[src/rtl/backprop_sequencer.sv]
// Backward-pass scheduler: walks a cost pass, then every weight layer from last to first, row by row.
// Optional `step_count` output is compiled in with `define BACKPROP_SEQ_STEP_COUNT_EN.
module backprop_sequencer #(
    parameter int size        = 3,
    parameter int layer_count = 3
) (
    input  logic        clk,
    input  logic        reset,
    input  logic        start,
    input  logic        mode_cost,
    input  logic        hold,
    output logic        busy,
    output logic        done,
    output logic        is_update,
    output logic        is_cost_layer,
    output logic        backprop_cost,
    output logic [31:0] w_layer_index,
    output logic [31:0] w_row_index
`ifdef BACKPROP_SEQ_STEP_COUNT_EN
    ,
    output logic [31:0] step_count
`endif
);

    localparam int ROW_W   = (size > 1) ? $clog2(size) : 1;
    localparam int LAYER_W = (layer_count > 1) ? $clog2(layer_count) : 1;
    localparam logic [ROW_W-1:0]   ROW_LAST  = ROW_W'(size - 1);
    localparam logic [LAYER_W-1:0] LAYER_TOP = LAYER_W'(layer_count - 1);

    typedef enum logic [1:0] {ST_IDLE, ST_COST, ST_LAYER, ST_DONE} state_t;

    // r_state/r_row/r_layer hold the step to be issued next (the cursor);
    // the r_o_* registers present the step issued on the previous edge.
    state_t               r_state;
    logic [ROW_W-1:0]     r_row;
    logic [LAYER_W-1:0]   r_layer;
    logic                 r_mode;
    logic                 r_o_busy, r_o_done, r_o_upd, r_o_cl, r_o_bpc;
    logic [LAYER_W-1:0]   r_o_layer;
    logic [ROW_W-1:0]     r_o_row;

    state_t               w_next_state, w_step_state;
    logic [ROW_W-1:0]     w_next_row, w_step_row;
    logic [LAYER_W-1:0]   w_next_layer, w_step_layer;
    logic                 w_next_mode, w_step_mode;
    logic                 w_active, w_issue, w_start_acc;
    logic                 w_o_busy, w_o_done, w_o_upd, w_o_cl, w_o_bpc;
    logic [LAYER_W-1:0]   w_o_layer;
    logic [ROW_W-1:0]     w_o_row;

    always_comb begin
        w_next_state = r_state;
        w_next_row   = r_row;
        w_next_layer = r_layer;
        w_next_mode  = r_mode;
        w_step_state = r_state;
        w_step_row   = r_row;
        w_step_layer = r_layer;
        w_step_mode  = r_mode;
        w_active     = 1'b0;
        w_issue      = 1'b0;
        w_start_acc  = 1'b0;
        w_o_busy     = 1'b0;
        w_o_done     = 1'b0;
        w_o_upd      = 1'b0;
        w_o_cl       = 1'b0;
        w_o_bpc      = 1'b0;
        w_o_layer    = '0;
        w_o_row      = '0;

        case (r_state)
            ST_IDLE: begin
                // r_o_busy still high means the DONE pulse is on the outputs this cycle.
                if (start && !r_o_busy) begin
                    w_start_acc  = 1'b1;
                    w_next_mode  = mode_cost;
                    w_step_state = ST_COST;
                    w_step_row   = '0;
                    w_step_layer = LAYER_TOP;
                    w_step_mode  = mode_cost;
                    w_active     = 1'b1;
                    w_issue      = 1'b1;
                end
            end
            ST_COST, ST_LAYER: begin
                w_active = 1'b1;
                w_issue  = !hold;
            end
            ST_DONE: begin
                w_o_busy     = 1'b1;
                w_o_done     = 1'b1;
                w_next_state = ST_IDLE;
            end
            default: w_next_state = ST_IDLE;
        endcase

        if (w_active) begin
            w_o_busy  = 1'b1;
            w_o_upd   = w_issue;
            w_o_cl    = (w_step_state == ST_COST);
            w_o_bpc   = (w_step_state == ST_COST) ? 1'b1 : w_step_mode;
            w_o_layer = w_step_layer;
            w_o_row   = w_step_row;
            if (w_issue) begin
                w_next_state = w_step_state;
                w_next_layer = w_step_layer;
                if (w_step_row == ROW_LAST) begin
                    w_next_row = '0;
                    if (w_step_state == ST_COST) begin
                        w_next_state = ST_LAYER;
                        w_next_layer = LAYER_TOP;
                    end else if (w_step_layer == '0) begin
                        w_next_state = ST_DONE;
                    end else begin
                        w_next_layer = w_step_layer - LAYER_W'(1);
                    end
                end else begin
                    w_next_row = w_step_row + ROW_W'(1);
                end
            end
        end
    end

    always_ff @(posedge clk) begin
        if (reset) begin
            r_state   <= ST_IDLE;
            r_row     <= '0;
            r_layer   <= '0;
            r_mode    <= 1'b0;
            r_o_busy  <= 1'b0;
            r_o_done  <= 1'b0;
            r_o_upd   <= 1'b0;
            r_o_cl    <= 1'b0;
            r_o_bpc   <= 1'b0;
            r_o_layer <= '0;
            r_o_row   <= '0;
        end else begin
            r_state   <= w_next_state;
            r_row     <= w_next_row;
            r_layer   <= w_next_layer;
            r_mode    <= w_next_mode;
            r_o_busy  <= w_o_busy;
            r_o_done  <= w_o_done;
            r_o_upd   <= w_o_upd;
            r_o_cl    <= w_o_cl;
            r_o_bpc   <= w_o_bpc;
            r_o_layer <= w_o_layer;
            r_o_row   <= w_o_row;
        end
    end

`ifdef BACKPROP_SEQ_STEP_COUNT_EN
    logic [31:0] r_step_count;

    always_ff @(posedge clk) begin
        if (reset) begin
            r_step_count <= '0;
        end else if (w_start_acc) begin
            r_step_count <= '0;
        end else if (r_o_upd) begin
            r_step_count <= r_step_count + 32'd1;
        end
    end

    assign step_count = r_step_count;
`endif

    assign busy          = r_o_busy;
    assign done          = r_o_done;
    assign is_update     = r_o_upd;
    assign is_cost_layer = r_o_cl;
    assign backprop_cost = r_o_bpc;
    assign w_layer_index = 32'(r_o_layer);
    assign w_row_index   = 32'(r_o_row);

endmodule

[config.mk]
export PLATFORM = sky130hd
export DESIGN_NAME = backprop_sequencer
export DESIGN_NICKNAME = d
export VERILOG_FILES = /design/src/rtl/backprop_sequencer.sv
export SDC_FILE = /design/constraint.sdc
export NUM_CORES = 1
export LEC_CHECK = 0
export ABC_AREA = 1
export CORE_MARGIN = 4
export CORE_UTILIZATION = 36
export DETAILED_ROUTE_END_ITERATION = 8
export GPL_ROUTABILITY_DRIVEN = 0
export PLACE_DENSITY = 0.79
export RECOVER_POWER = 25
export SYNTH_ARGS = -nofsm -noshare
export SYNTH_HDL_FRONTEND = slang
export SYNTH_SLANG_ARGS = --single-unit
[constraint.sdc]
create_clock -name clk -period 1.6 [get_ports clk]
set_input_delay 0.24 -clock clk [delete_from_list [all_inputs] [get_ports clk]]
set_output_delay 0.24 -clock clk [all_outputs]
set_load 0.02 [all_outputs]
# ---- Word level (Yosys, flattened, before mapping)
# Index checks and enable logic that the tools add are counted.
dict set report word_totals {
  reg_bits 16
  in_bits 5
  output_inout_bits 69
}
dict set report classes {
  addsub 2
  n_eq_ne 5
  n_mux 24
  n_bitwise 1
  reduce_logical 8
}
# op count
set ops {}
lappend ops {{$mux W2} 16}
lappend ops {{$eq A2 B2 Y1 const B} 3}
lappend ops {{$mux W1} 6}
lappend ops {{$eq A2 B1 Y1 const B} 2}
lappend ops {{$logic_not A2 Y1} 2}
lappend ops {{$pmux W1 S2} 2}
lappend ops {{$reduce_or A2 Y1} 2}
lappend ops {{$add A2 B1 Y2 const B} 1}
lappend ops {{$logic_not A1 Y1} 2}
lappend ops {{$reduce_and A2 Y1} 1}
lappend ops {{$sub A2 B1 Y2 const B} 1}
lappend ops {{$logic_and A1 B1 Y1} 1}
lappend ops {{$not A1 Y1} 1}

# ---- Longest topological paths before layout
dict set report depth {
  depth_word 10
  ltp_mapped 11
  depth_no_buf 10
}

# ---- Worst setup path before layout
# Ideal clock, no wire load.
dict set report synth_path {
  path_kind {register to register}
  startpoint {reg r_state[1]}
  endpoint {reg r_layer[1]}
  setup_time_ns 0.109
  arrival_time_ns 1.283
  setup_slack_ns 0.208
  path_stages_with_launch 10
  n_path_buf 0
  period_less_slack_ns 1.392
  cell_sequence {dfxtp_1 > inv_1 > ha_1 > nand2_1 > a21oi_4 > inv_4 > nor2_4 > nand2_1 > nand2_1 > inv_1}
}
dict set report synth_between {
  elab_chain_cells 6
  word_cells_on_any_way 18
  cone_classes {add/sub (1); eq/ne (4); mux (9); reduce/logical (4)}
}
# element line
set synth_rtl {}
lappend synth_rtl {{from (decl)} 34} ;# state_t r_state;
lappend synth_rtl {{from (signal assigned)} 138} ;# r_state <= w_next_state;
lappend synth_rtl {{$logic_not A2 Y1} 71} ;# case (r_state)
lappend synth_rtl {{$mux W2} 71}
lappend synth_rtl {{$sub A2 B1 Y2 or $logic_not A2 Y1 (tied branches)} {115, 112}}
lappend synth_rtl {{$mux W2} 112} ;# end else if (w_step_layer == '0) begin
lappend synth_rtl {{$mux W2} 109} ;# if (w_step_state == ST_COST) begin
lappend synth_rtl {{$mux W2} 107} ;# if (w_step_row == ROW_LAST) begin
lappend synth_rtl {{to (signal assigned)} 140} ;# r_layer <= w_next_layer;
lappend synth_rtl {{to (decl)} 36} ;# logic [LAYER_W-1:0] r_layer;
# Several ways; a longest one is shown, not always the timed one.
# A chain may end at the register's enable or synchronous reset.

# ---- Final worst setup path
dict set report layout_path {
  startpoint {reg r_state[0]}
  endpoint {reg r_state[1]}
}
dict set report layout_between {
  elab_chain_cells 8
  word_cells_on_any_way 20
  cone_classes {eq/ne (5); mux (12); reduce/logical (3)}
}
# element line
set layout_rtl {}
lappend layout_rtl {{$logic_not A2 Y1} 71}
lappend layout_rtl {{$mux W2} 71}
lappend layout_rtl {{$logic_not A2 Y1} 112}
lappend layout_rtl {{$mux W2} 112}
lappend layout_rtl {{$mux W2} 109}
lappend layout_rtl {{$mux W2} 107}
lappend layout_rtl {{$mux W2} 104} ;# if (w_issue) begin
lappend layout_rtl {{$mux W2 *} 97} ;# if (w_active) begin
# Every way passes the cells marked *; elsewhere a longest branch is shown, timed or not.

==> implementation parameters <==
Parameter                              Value

Status
  Run status    complete, no violations

STA
  Worst clock skew on the final layout    0.00254 ns
  Total Negative Setup Slacks    0 ns
  Hold_ws    0.505 ns
  Maximum clock rate    0.677 GHz
  Clock period minus worst slack    1.48 ns
  Finish-stage setup viols    0
  Total count of hold-check failures in the final report    0
  RSZ-0062 raised after global routing    false
  Setup slack after layout    0.124 ns
  Number of pins exceeding their max-slew limit in the final report    0
  Part of the cycle the worst path needs    92.3%

GRT
  Global-route congestion overflow total    0
  Via count of the first global-routing pass    552
  Number of antenna violations at the first check in global routing    0
  Pin count of the biggest net entering global routing    10
  Overall track demand over capacity in global routing    7.06%
  Wire length of the first global-routing pass    2300 um

Die
  Height of the chip    65.0 um
  Die width    65.0 um
  Top-level port count    74
  Die Area    0.00422 mm2
  Row count    20
  Initial Util    38.0%
  Total core area    0.00308 mm2

Setup path
  CP required    1.82 ns
  R2R Setup Slk    0.12 ns
  CP max stage cell    dfxtp_2
  Logic depth of the worst register-to-register path    8
  Capturing element type of the critical path    flip-flop
  Critical path's most frequent cell    nand2_1
  Reg2reg end    r_state[1]
  Sort of element at the start of the critical path    flip-flop
  Cell-by-cell trace of the critical path    inv_1, ha_1, nand3_2, nand2_1, nand2_1, nor2_2, nor2_4, a21oi_1
  Class of the most critical setup path    reg -> reg
  Maximum cell stage delay along the critical path    0.34 ns
  RR Startpoint    r_state[0]
  Worst-path maximum fanout    8
  Critical Path AT    1.70 ns

Placed design
  Port buffer count    13
  Post-DP HPWL    1440 um
  Worst setup slack after placement    -0.0377 ns
  Dpl cells    206

Detailed routing
  Wire length per cell after detailed routing    8.33 um
  Initial DRT Pass Iterations    5
  Residual DRC    0
  Via total after detailed routing    743
  Detailed Route WL    1750 um
  Iteration-0 DRC count of the detailed router    13
  Number of nets still failing antenna checks after routing    0
  DR vias/cell    3.54

Pwr
  Total power of the final layout    2070 uW
  Power density cells    1730 mW/mm2
  Leakage    0.000612 uW
  Peak supply drop    0.491 mV

Clock network
  Clock tree sinks    16
  Number of gates given a new drive strength after cts    0
  TritonCTS clock tree    built
  Hold buffer count at cts    0
  Clock latency of the later-clocked register in the worst-skew pair    0.29 ns
  Setup bufs post-CTS    0
  Root Driver    clkbuf_4
  Longest Clk Path Bufs    2
  Clock Pin Slew Worst Setup and Hold Paths    0.10 ns
  Number of levels the H-tree was split into    1
  CTS Buf Count    3

Finish
  Highest-count cells in the layout ignoring fill and taps    60 x conb_1, 14 x dfxtp_1, 13 x inv_1, 13 x nand2_1, 13 x clkdlybuf4s50_1
  Syn-to-layout area delta    2.03%
  Post-layout nets    176
  Fraction of layout cells with a size suffix above 1    13.9%
  Most frequent standard cell in the layout excluding fill and tap cells    conb_1
  Number of filler instances in the final layout    319
  Antenna Diode Count    0
  Post-route insts no fill    210

Worst hold path
  End point of the most critical hold path    r_mode
  Worst hold path class    reg -> reg
  Worst hold path depth    2
  Worst Hold Launch    r_mode

Run
  Maximum capacitance violations    0

Synth
  Number of cells produced by synthesis    147
  Top-area cell type share of the netlist area    38.5%
  Most area-hungry cell type in the Yosys netlist    buf_4
  Mapped cell area    0.00117 mm2
  Number of storage elements in the synthesis netlist    16
  Cell variety after synth    26
  Mean area per synthesized cell    7.95 um2
  Post-synthesis sequential area ratio    27.4%
  Top cells by area, synth    buf_4 39%, dfxtp_1 27%, ha_1 4.3%, inv_1 4.2%, nand2_1 4.2%
  Synth Warn #    0
## registers in the layout (all words and copies together), names as in the netlist
register	count
r_o_layer	2
busy	1
is_update	1
r_mode	1
backprop_cost	1
r_row	2
done	1
r_o_row	2
r_state	2
r_layer	2
is_cost_layer	1
## worst max-delay path, delay by kind of cell (launching register included)
kind | cells | cell delay [ns]
DFF | 1 | 0.34
buffers and inverters | 1 | 0.09
adders and majority gates | 1 | 0.17
AOI/OAI and AO/OA | 1 | 0.14
and+or+nand+nor | 5 | 0.67
## Yosys cell counts
cell type,instances
inv_1,13
mux2i_1,1
buf_2,1
nand2_2,1
nor2_2,1
nor2_1,7
a21boi_0,1
o21ai_1,1
a21oi_4,1
ha_1,4
buf_4,60
nand3_2,1
nand2_1,13
o21ai_0,6
nand3_1,2
a21oi_2,1
inv_4,1
a21oi_1,8
or2_1,1
nor2_4,1
conb_1,1
buf_6,1
nand4_1,1
nor3_2,2
dfxtp_1,16
inv_2,1
## worst max path at each step
stage | from | endpoint | slack, ns | depth (start not counted)
floorplan | r_state[1] | r_layer[1] | 0.21 | 9
global placement | start | r_layer[1] | 0.04 | 8
detailed placement | start | backprop_cost | -0.04 | 6
CTS | r_state[0] | backprop_cost | 0.07 | 7
global route | r_state[0] | r_o_row[0] | 0.006 | 7
finish | r_state[0] | r_state[1] | 0.12 | 8
## logic make-up after synthesis
kind of cell | after synthesis | synth area share (%)
other | 1 | 0.321
adders and majority gates | 4 | 4.28
muxes | 1 | 0.857
DFF | 16 | 27.4
buffers and inverters | 77 | 45.0
AOI/OAI and AO/OA | 18 | 9.21
and+or+nand+nor | 30 | 13.0
## per-stage QoR
| step | instance area (um2) | utilization, % |
|---|---|---|
| after floorplan | 1390 | - |
| after global placement | 1150 | 37.2 |
| after detailed placement | 1150 | 37.2 |
| after CTS | 1180 | 38.4 |
| after global routing | 1190 | 38.7 |
| final | 1190 | 38.7 |
## final cells by class
| class | instances | area, um2 | area share (%) |
|---|---|---|---|
| timing repair buffer | 18 | 168 | 14.1 |
| multi-input combinational | 113 | 552 | 46.3 |
| inverter | 15 | 58.8 | 4.93 |
| tap | 44 | 55.1 | 4.62 |
| clock buffer | 4 | 36.3 | 3.04 |
| sequential | 16 | 323 | 27.1 |
## routing by layer
metal  vias to the layer above  track usage [%]  routed length (um)
li1                        370                -                   -
met1                       329             7.68                 586
met2                        40             11.9                 906
met3                         4             2.43                 227
met4                         0             3.96                  30
met5                         -                0                   0
## power breakdown
part           internal (uW)  total [uW]  leakage [uW]  switching, uW
logic                    449        1190      0.000459            740
clock network            139         272     0.0000210            134
registers                535         606      0.000132           70.4
(Power assumes the default switching activity.)
